[config.mk]
export PLATFORM = sky130hd
export DESIGN_NAME = hps_fifo_reader
export DESIGN_NICKNAME = d
export VERILOG_FILES = /design/src/rtl/adc_fifo_pkg.sv /design/src/rtl/rise_edge_det.sv /design/src/rtl/hps_fifo_reader.sv
export SDC_FILE = /design/constraint.sdc
export NUM_CORES = 1
export LEC_CHECK = 0
export ABC_AREA = 0
export CELL_PAD_IN_SITES_DETAIL_PLACEMENT = 0
export CELL_PAD_IN_SITES_GLOBAL_PLACEMENT = 2
export CORE_UTILIZATION = 29
export DETAILED_ROUTE_END_ITERATION = 8
export GPL_TIMING_DRIVEN = 0
export PLACE_DENSITY_LB_ADDON = 0.1
export SLEW_MARGIN = 30
export SYNTH_ARGS = -nofsm -noshare
export SYNTH_HDL_FRONTEND = slang
export SYNTH_SLANG_ARGS = --single-unit
[constraint.sdc]
create_clock -name adc_clk -period 4.5 [get_ports adc_clk]
set_input_delay 0.675 -clock adc_clk [delete_from_list [all_inputs] [get_ports adc_clk]]
set_output_delay 0.675 -clock adc_clk [all_outputs]
set_load 0.01 [all_outputs]
[src/rtl/adc_fifo_pkg.sv]
// Shared definitions for the ADC sample FIFO path: controller state encodings,
// reader FSM states, FIFO geometry defaults and HPS buffer word layout.
package adc_fifo_pkg;

    typedef enum logic [2:0] {
        CTRL_START   = 3'd0,
        CTRL_CONVST  = 3'd1,
        CTRL_ACQUIRE = 3'd2,
        CTRL_SHIFT   = 3'd3,
        CTRL_STORE   = 3'd4,
        CTRL_READ    = 3'd5
    } ctrl_state_t;

    typedef enum logic [1:0] {
        RD_IDLE    = 2'd0,
        RD_GRANT   = 2'd1,
        RD_POP     = 2'd2,
        RD_RELEASE = 2'd3
    } rd_state_t;

    localparam int unsigned ADC_FIFO_WORDS    = 256;
    localparam int unsigned ADC_FIFO_EXPONENT = 8;

    // Buffer word: {1'b0, ch[2:0], sample[11:0]}
    localparam int unsigned BUF_SAMPLE_LSB = 0;
    localparam int unsigned BUF_SAMPLE_W   = 12;
    localparam int unsigned BUF_CH_LSB     = 12;
    localparam int unsigned BUF_CH_W       = 3;

    function automatic logic [15:0] tag_sample(input logic [2:0] ch, input logic [11:0] sample);
        logic [15:0] w;
        w = '0;
        w[BUF_CH_LSB +: BUF_CH_W]         = ch;
        w[BUF_SAMPLE_LSB +: BUF_SAMPLE_W] = sample;
        return w;
    endfunction

endpackage

[src/rtl/rise_edge_det.sv]
// Single-cycle pulse on a 0->1 transition of a synchronous level input.
module rise_edge_det (
    input  logic clk,
    input  logic reset,
    input  logic d,
    output logic pulse
);

    logic d_prev;

    always_ff @(posedge clk) begin
        if (reset) begin
            d_prev <= 1'b0;
        end else begin
            d_prev <= d;
        end
    end

    assign pulse = d & ~d_prev;

endmodule

[src/rtl/hps_fifo_reader.sv]
// Drains one full frame from the ADC sample FIFO into the HPS-visible buffer
// once the channel controller grants the read, tagging each word with its channel.
module hps_fifo_reader
    import adc_fifo_pkg::*;
#(
    parameter int unsigned FIFO_WORDS      = ADC_FIFO_WORDS,
    parameter int unsigned EXPONENT        = ADC_FIFO_EXPONENT,
    parameter logic [2:0]  CTRL_READ_STATE = CTRL_READ,
    parameter int unsigned TIMEOUT_CYCLES  = 65535
) (
    input  logic                adc_clk,
    input  logic                adc_reset,
    input  logic                hps_start,
    input  logic                hps_abort,
    input  logic [2:0]          adc_ctrl_state,
    input  logic [11:0]         fifo_q,
    input  logic                fifo_rdempty,
    input  logic [EXPONENT-1:0] fifo_usedw,
    output logic                hps_rdrq,
    output logic                fifo_rdreq,
    output logic                buf_we,
    output logic [EXPONENT-1:0] buf_addr,
    output logic [15:0]         buf_data,
    output logic                frame_done,
    output logic                frame_err,
    output logic                busy
);

    localparam logic [EXPONENT:0] TERM     = (EXPONENT+1)'(FIFO_WORDS);
    localparam logic [EXPONENT:0] TERM_M1  = (EXPONENT+1)'(FIFO_WORDS - 1);
    localparam logic [15:0]       TMO_LAST = 16'(TIMEOUT_CYCLES - 1);

    rd_state_t         state, state_nxt;
    logic [15:0]       tmo_cnt;
    logic [EXPONENT:0] issued, written;
    logic              rd_valid;
    logic              start_pulse;
    logic              granted;
    logic              clr_cnt, set_err, clr_err, done_nxt;
    logic              usedw_unused;

    assign usedw_unused = ^fifo_usedw;
    assign granted      = (adc_ctrl_state == CTRL_READ_STATE);

    rise_edge_det u_start_edge (
        .clk   (adc_clk),
        .reset (adc_reset),
        .d     (hps_start),
        .pulse (start_pulse)
    );

    always_comb begin
        state_nxt  = state;
        fifo_rdreq = 1'b0;
        clr_cnt    = 1'b0;
        set_err    = 1'b0;
        clr_err    = 1'b0;
        done_nxt   = 1'b0;
        case (state)
            RD_IDLE: begin
                if (start_pulse) begin
                    clr_cnt   = 1'b1;
                    clr_err   = 1'b1;
                    state_nxt = RD_GRANT;
                end
            end
            RD_GRANT: begin
                if (hps_abort) begin
                    set_err   = 1'b1;
                    state_nxt = RD_RELEASE;
                end else if (granted) begin
                    state_nxt = RD_POP;
                end else if (tmo_cnt == TMO_LAST) begin
                    set_err   = 1'b1;
                    state_nxt = RD_IDLE;
                end
            end
            RD_POP: begin
                // Losing the grant mid-frame is handled exactly like an abort.
                if (hps_abort || !granted) begin
                    set_err   = 1'b1;
                    state_nxt = RD_RELEASE;
                end else begin
                    fifo_rdreq = !fifo_rdempty && (issued < TERM);
                    if (rd_valid && (written == TERM_M1)) begin
                        state_nxt = RD_RELEASE;
                    end
                end
            end
            RD_RELEASE: begin
                if (!granted) begin
                    done_nxt  = !frame_err;
                    state_nxt = RD_IDLE;
                end
            end
            default: state_nxt = RD_IDLE;
        endcase
    end

    always_ff @(posedge adc_clk) begin
        if (adc_reset) begin
            state      <= RD_IDLE;
            tmo_cnt    <= '0;
            issued     <= '0;
            written    <= '0;
            rd_valid   <= 1'b0;
            frame_err  <= 1'b0;
            frame_done <= 1'b0;
        end else begin
            state      <= state_nxt;
            rd_valid   <= fifo_rdreq;
            frame_done <= done_nxt;
            if (clr_cnt) begin
                tmo_cnt <= '0;
                issued  <= '0;
                written <= '0;
            end else begin
                if (state == RD_GRANT) tmo_cnt <= tmo_cnt + 16'd1;
                if (fifo_rdreq)        issued  <= issued + (EXPONENT+1)'(1);
                if (rd_valid)          written <= written + (EXPONENT+1)'(1);
            end
            if (clr_err) begin
                frame_err <= 1'b0;
            end else if (set_err) begin
                frame_err <= 1'b1;
            end
        end
    end

    assign hps_rdrq = (state == RD_GRANT) || (state == RD_POP);
    assign busy     = (state != RD_IDLE);
    assign buf_we   = rd_valid;
    assign buf_addr = written[EXPONENT-1:0];
    assign buf_data = rd_valid ? tag_sample(written[2:0], fifo_q) : '0;

endmodule

==> qor.csv <==
stage,metric,value,unit
run_status,status,"finished, final reports clean",
setup_path,worstPathArrival,2.33,ns
grt,overflow,0,
timing,worst_pin_slew,0.598,ns
drt,drc,0,
drt,drt-initial-drc-count,58,
drt,avgViaCountPerCell,4.63,
power,ir_worst_vdd,176,µV
timing,fin_crit_sh,0.669,
floorplanning,ios,58,
clock_tree,cts_made_buffers,5,
grt,grt_usage,0.127,
placement,globalplace.congestion,0.707,
clock_tree,clockBufferDepth,2,
setup_path,cp_max_fo,8,
power,swShare,0.249,
power,powerDensity,303,nW/µm²
grt,use_met1,0.164,
drt,drt-pass1-iter-count,4,
run,cap_violations,0,
placement,portBuffers,48,
timing,rsz0062_at_grt,false,
setup_path,critPathKind,in -> out,
synth,ys_seq_elements,40,
synth,yosys_warnings,0,
synth,syn-cell-area,2020,µm²
clock_tree,clkTransAtPathRegs,0.08,ns
power,power.switching,206,µW
synth,synth_fp_nets,270,
grt,antenna_found_initial,0,
layout,drive_gt1_frac,0.0865,
floorplanning,die_w,85.4,µm
synth,yosys.cell_types.count,40,
power,pwr-share-clk,0.386,
floorplanning,core,6760,µm²
setup_path,cp-end-kind,output pin,
placement,dp_slack,1.49,ns
grt,grt_busiest_layer,met2,
floorplanning,die_y,85.4,µm
power,power.leakage,0.00102,µW
power,p_seq_frac,0.457,
timing,relSlewSlack,0.602,
clock_tree,root_buffer,clkbuf_8,
drt,totalWireLength,4.45,mm
layout,syn2layout_area_growth,35.0,%
grt,grt_pass1_wl,7.30,mm
power,p_comb_frac,0.157,
grt,grt.met2_usage,0.206,
min_path,hp-class,reg -> reg,
layout,num-fill-cells,692,
floorplanning,die_area,7300,µm²
placement,hpwl,3.34,mm
clock_tree,htreeDepth,2,
power,intPower,621,µW
floorplanning,start_util,0.299,
setup_path,worstPathRequired,3.83,ns
timing,skew,0.00769,ns
floorplanning,fp-row-count,30,
setup_path,critPathLaunchType,primary input,
drt,vias,1707,
layout,diodes,0,
clock_tree,cts_tree,done,
synth,ys_seq_area_frac,0.397,
drt,wl_per_cell,12.1,µm
clock_tree,insertion_delay,0.29,ns
timing,setup_viol,0,
clock_tree,clock-sinks,40,
clock_tree,ctsResizeCount,0,
timing,period_needed,3.01,ns
clock_tree,ctsHoldBuffers,0,
timing,setup_ws,1.49,ns
timing,clock.fmax,332,MHz
timing,drv_slew,0,
grt,grt_start_max_net_pins,13,
synth,synth_area_per_cell,8.66,µm²
drt,final_antenna_net_count,0,
grt,grt_pass1_vias,1538,
grt,grtUsageMet3,0.0389,
clock_tree,post-cts-setup-buffers,0,
synth,synthCells,233,
timing,finalSetupTns,0,ns
layout,nNetsFinal,325,
timing,hold_viol_final,0,
==> per-stage QoR <==
step                 util  total power, µW  area [µm²]  hold WS (ns)  cells
global placement    0.385              520        2600         0.461    361
finish              0.403              827        2730         0.473    369
detailed placement  0.385              519        2600         0.469    361
CTS                 0.403              845        2730         0.480    369
global route        0.403              874        2730         0.505    369
floorplan               -              459        2020         0.454    233
==> synthesized netlist by cell type, drive strengths merged <==
library cell   n  share of area
conb           1         0.0019
nand3b         1         0.0037
inv            9          0.017
nor2          30          0.056
o31ai          1         0.0037
o41ai          1         0.0043
a31oi          1         0.0031
o21ai          7          0.017
xor2          17          0.074
and4           2         0.0087
and2          17          0.053
nor4b          1         0.0074
nand4         12          0.048
nand2         18          0.033
o211ai         1         0.0037
nor3           4         0.0099
xnor2          6          0.026
nand3          6          0.015
and3b          1         0.0043
a21oi          9          0.022
o22ai          1         0.0031
a41oi          1         0.0043
o311ai         1         0.0043
nor2b          2         0.0062
clkbuf         5         0.0093
nor4           2         0.0093
ha             9          0.056
or3            6          0.019
dfxtp         40           0.40
mux2i          3          0.015
buf           11          0.042
a211oi         2         0.0074
and3           5          0.016
==> final cells by class <==
type                            instances  area, µm²  area share
Timing Repair Buffer                   48        480       0.176
Clock buffer                            7       96.3      0.0354
Sequential cell                        40        801       0.294
Inverter                                9       33.8      0.0124
Tap cell                               80        100      0.0367
Clock inverter                          1       30.0      0.0110
Buffer                                 16        103      0.0376
Multi-Input combinational cell        168       1080       0.397
==> power by group through the flow <==
| stage | registers [µW] | logic [µW] | clock network (µW) |
|---|---|---|---|
| 2_1_floorplan | 382 | 76.2 | 0 |
| 3_3_place_gp | 386 | 134 | 0 |
| 3_5_place_dp | 386 | 133 | 0 |
| 4_1_cts | 378 | 134 | 333 |
| 5_1_grt | 380 | 145 | 349 |
| 6_report | 378 | 130 | 319 |
==> per-layer routing <==
metal	part of all wire	vias to the layer above	wire length, µm
met1	0.49	766	2160
met2	0.44	48	1940
met4	0.0090	0	40
li1	-	889	-
met3	0.068	4	304
met5	0	-	0
==> cell usage in the layout (no fill, tap or decap), types with 2 or more instances in the layout <==
cell,Yosys,layout
nor2b_1,2,2
and2_1,16,16
clkdlybuf4s50_1,0,48
a21oi_1,9,9
mux2i_1,3,3
clkbuf_1,5,5
nand3_1,6,6
and4_1,2,2
inv_1,9,9
buf_4,9,9
nand2_1,18,18
clkbuf_8,0,7
dfxtp_1,40,40
ha_1,9,9
a211oi_1,2,2
xnor2_1,6,6
or3_1,6,6
and3_1,4,4
xor2_1,17,17
o21ai_0,7,7
nor3_1,4,4
nand4_1,10,10
nor2_1,30,30
==> flip-flops by register name, indices dropped and copies added (netlist names), named ones only <==
register / count
buf_we: 1
frame_done: 1
frame_err: 1
issued: 9
state: 1
tmo_cnt: 16
u_start_edge.d_prev: 1
written: 9
==> critical path, stage by stage <==
cell and delay [ns]:
clkdlybuf4s50_1 0.50, nor4b_2 0.30, and2_1 0.18, buf_6 0.14
clkdlybuf4s50_1 0.54
==> final timing paths <==
kind               from    endpoint  slack (ns)  depth (start not counted)
min           frame_err   frame_err        0.47                          2
min reg2reg   frame_err   frame_err        0.47                          2
max           hps_abort  fifo_rdreq        1.49                          5
max reg2reg  written[0]    state[0]        2.52                          9
==> kinds of logic after synthesis <==
| group | count (synthesis) | share of synthesized area |
|---|---|---|
| simple gates | 107 | 0.290 |
| flops | 40 | 0.397 |
| compound gates | 25 | 0.0738 |
| buf+inv | 25 | 0.0676 |
| xor+xnor | 23 | 0.0998 |
| fa+ha+maj | 9 | 0.0558 |
| mux | 3 | 0.0149 |
| other cells | 1 | 0.00186 |
Power figures use the tool's default switching activity.
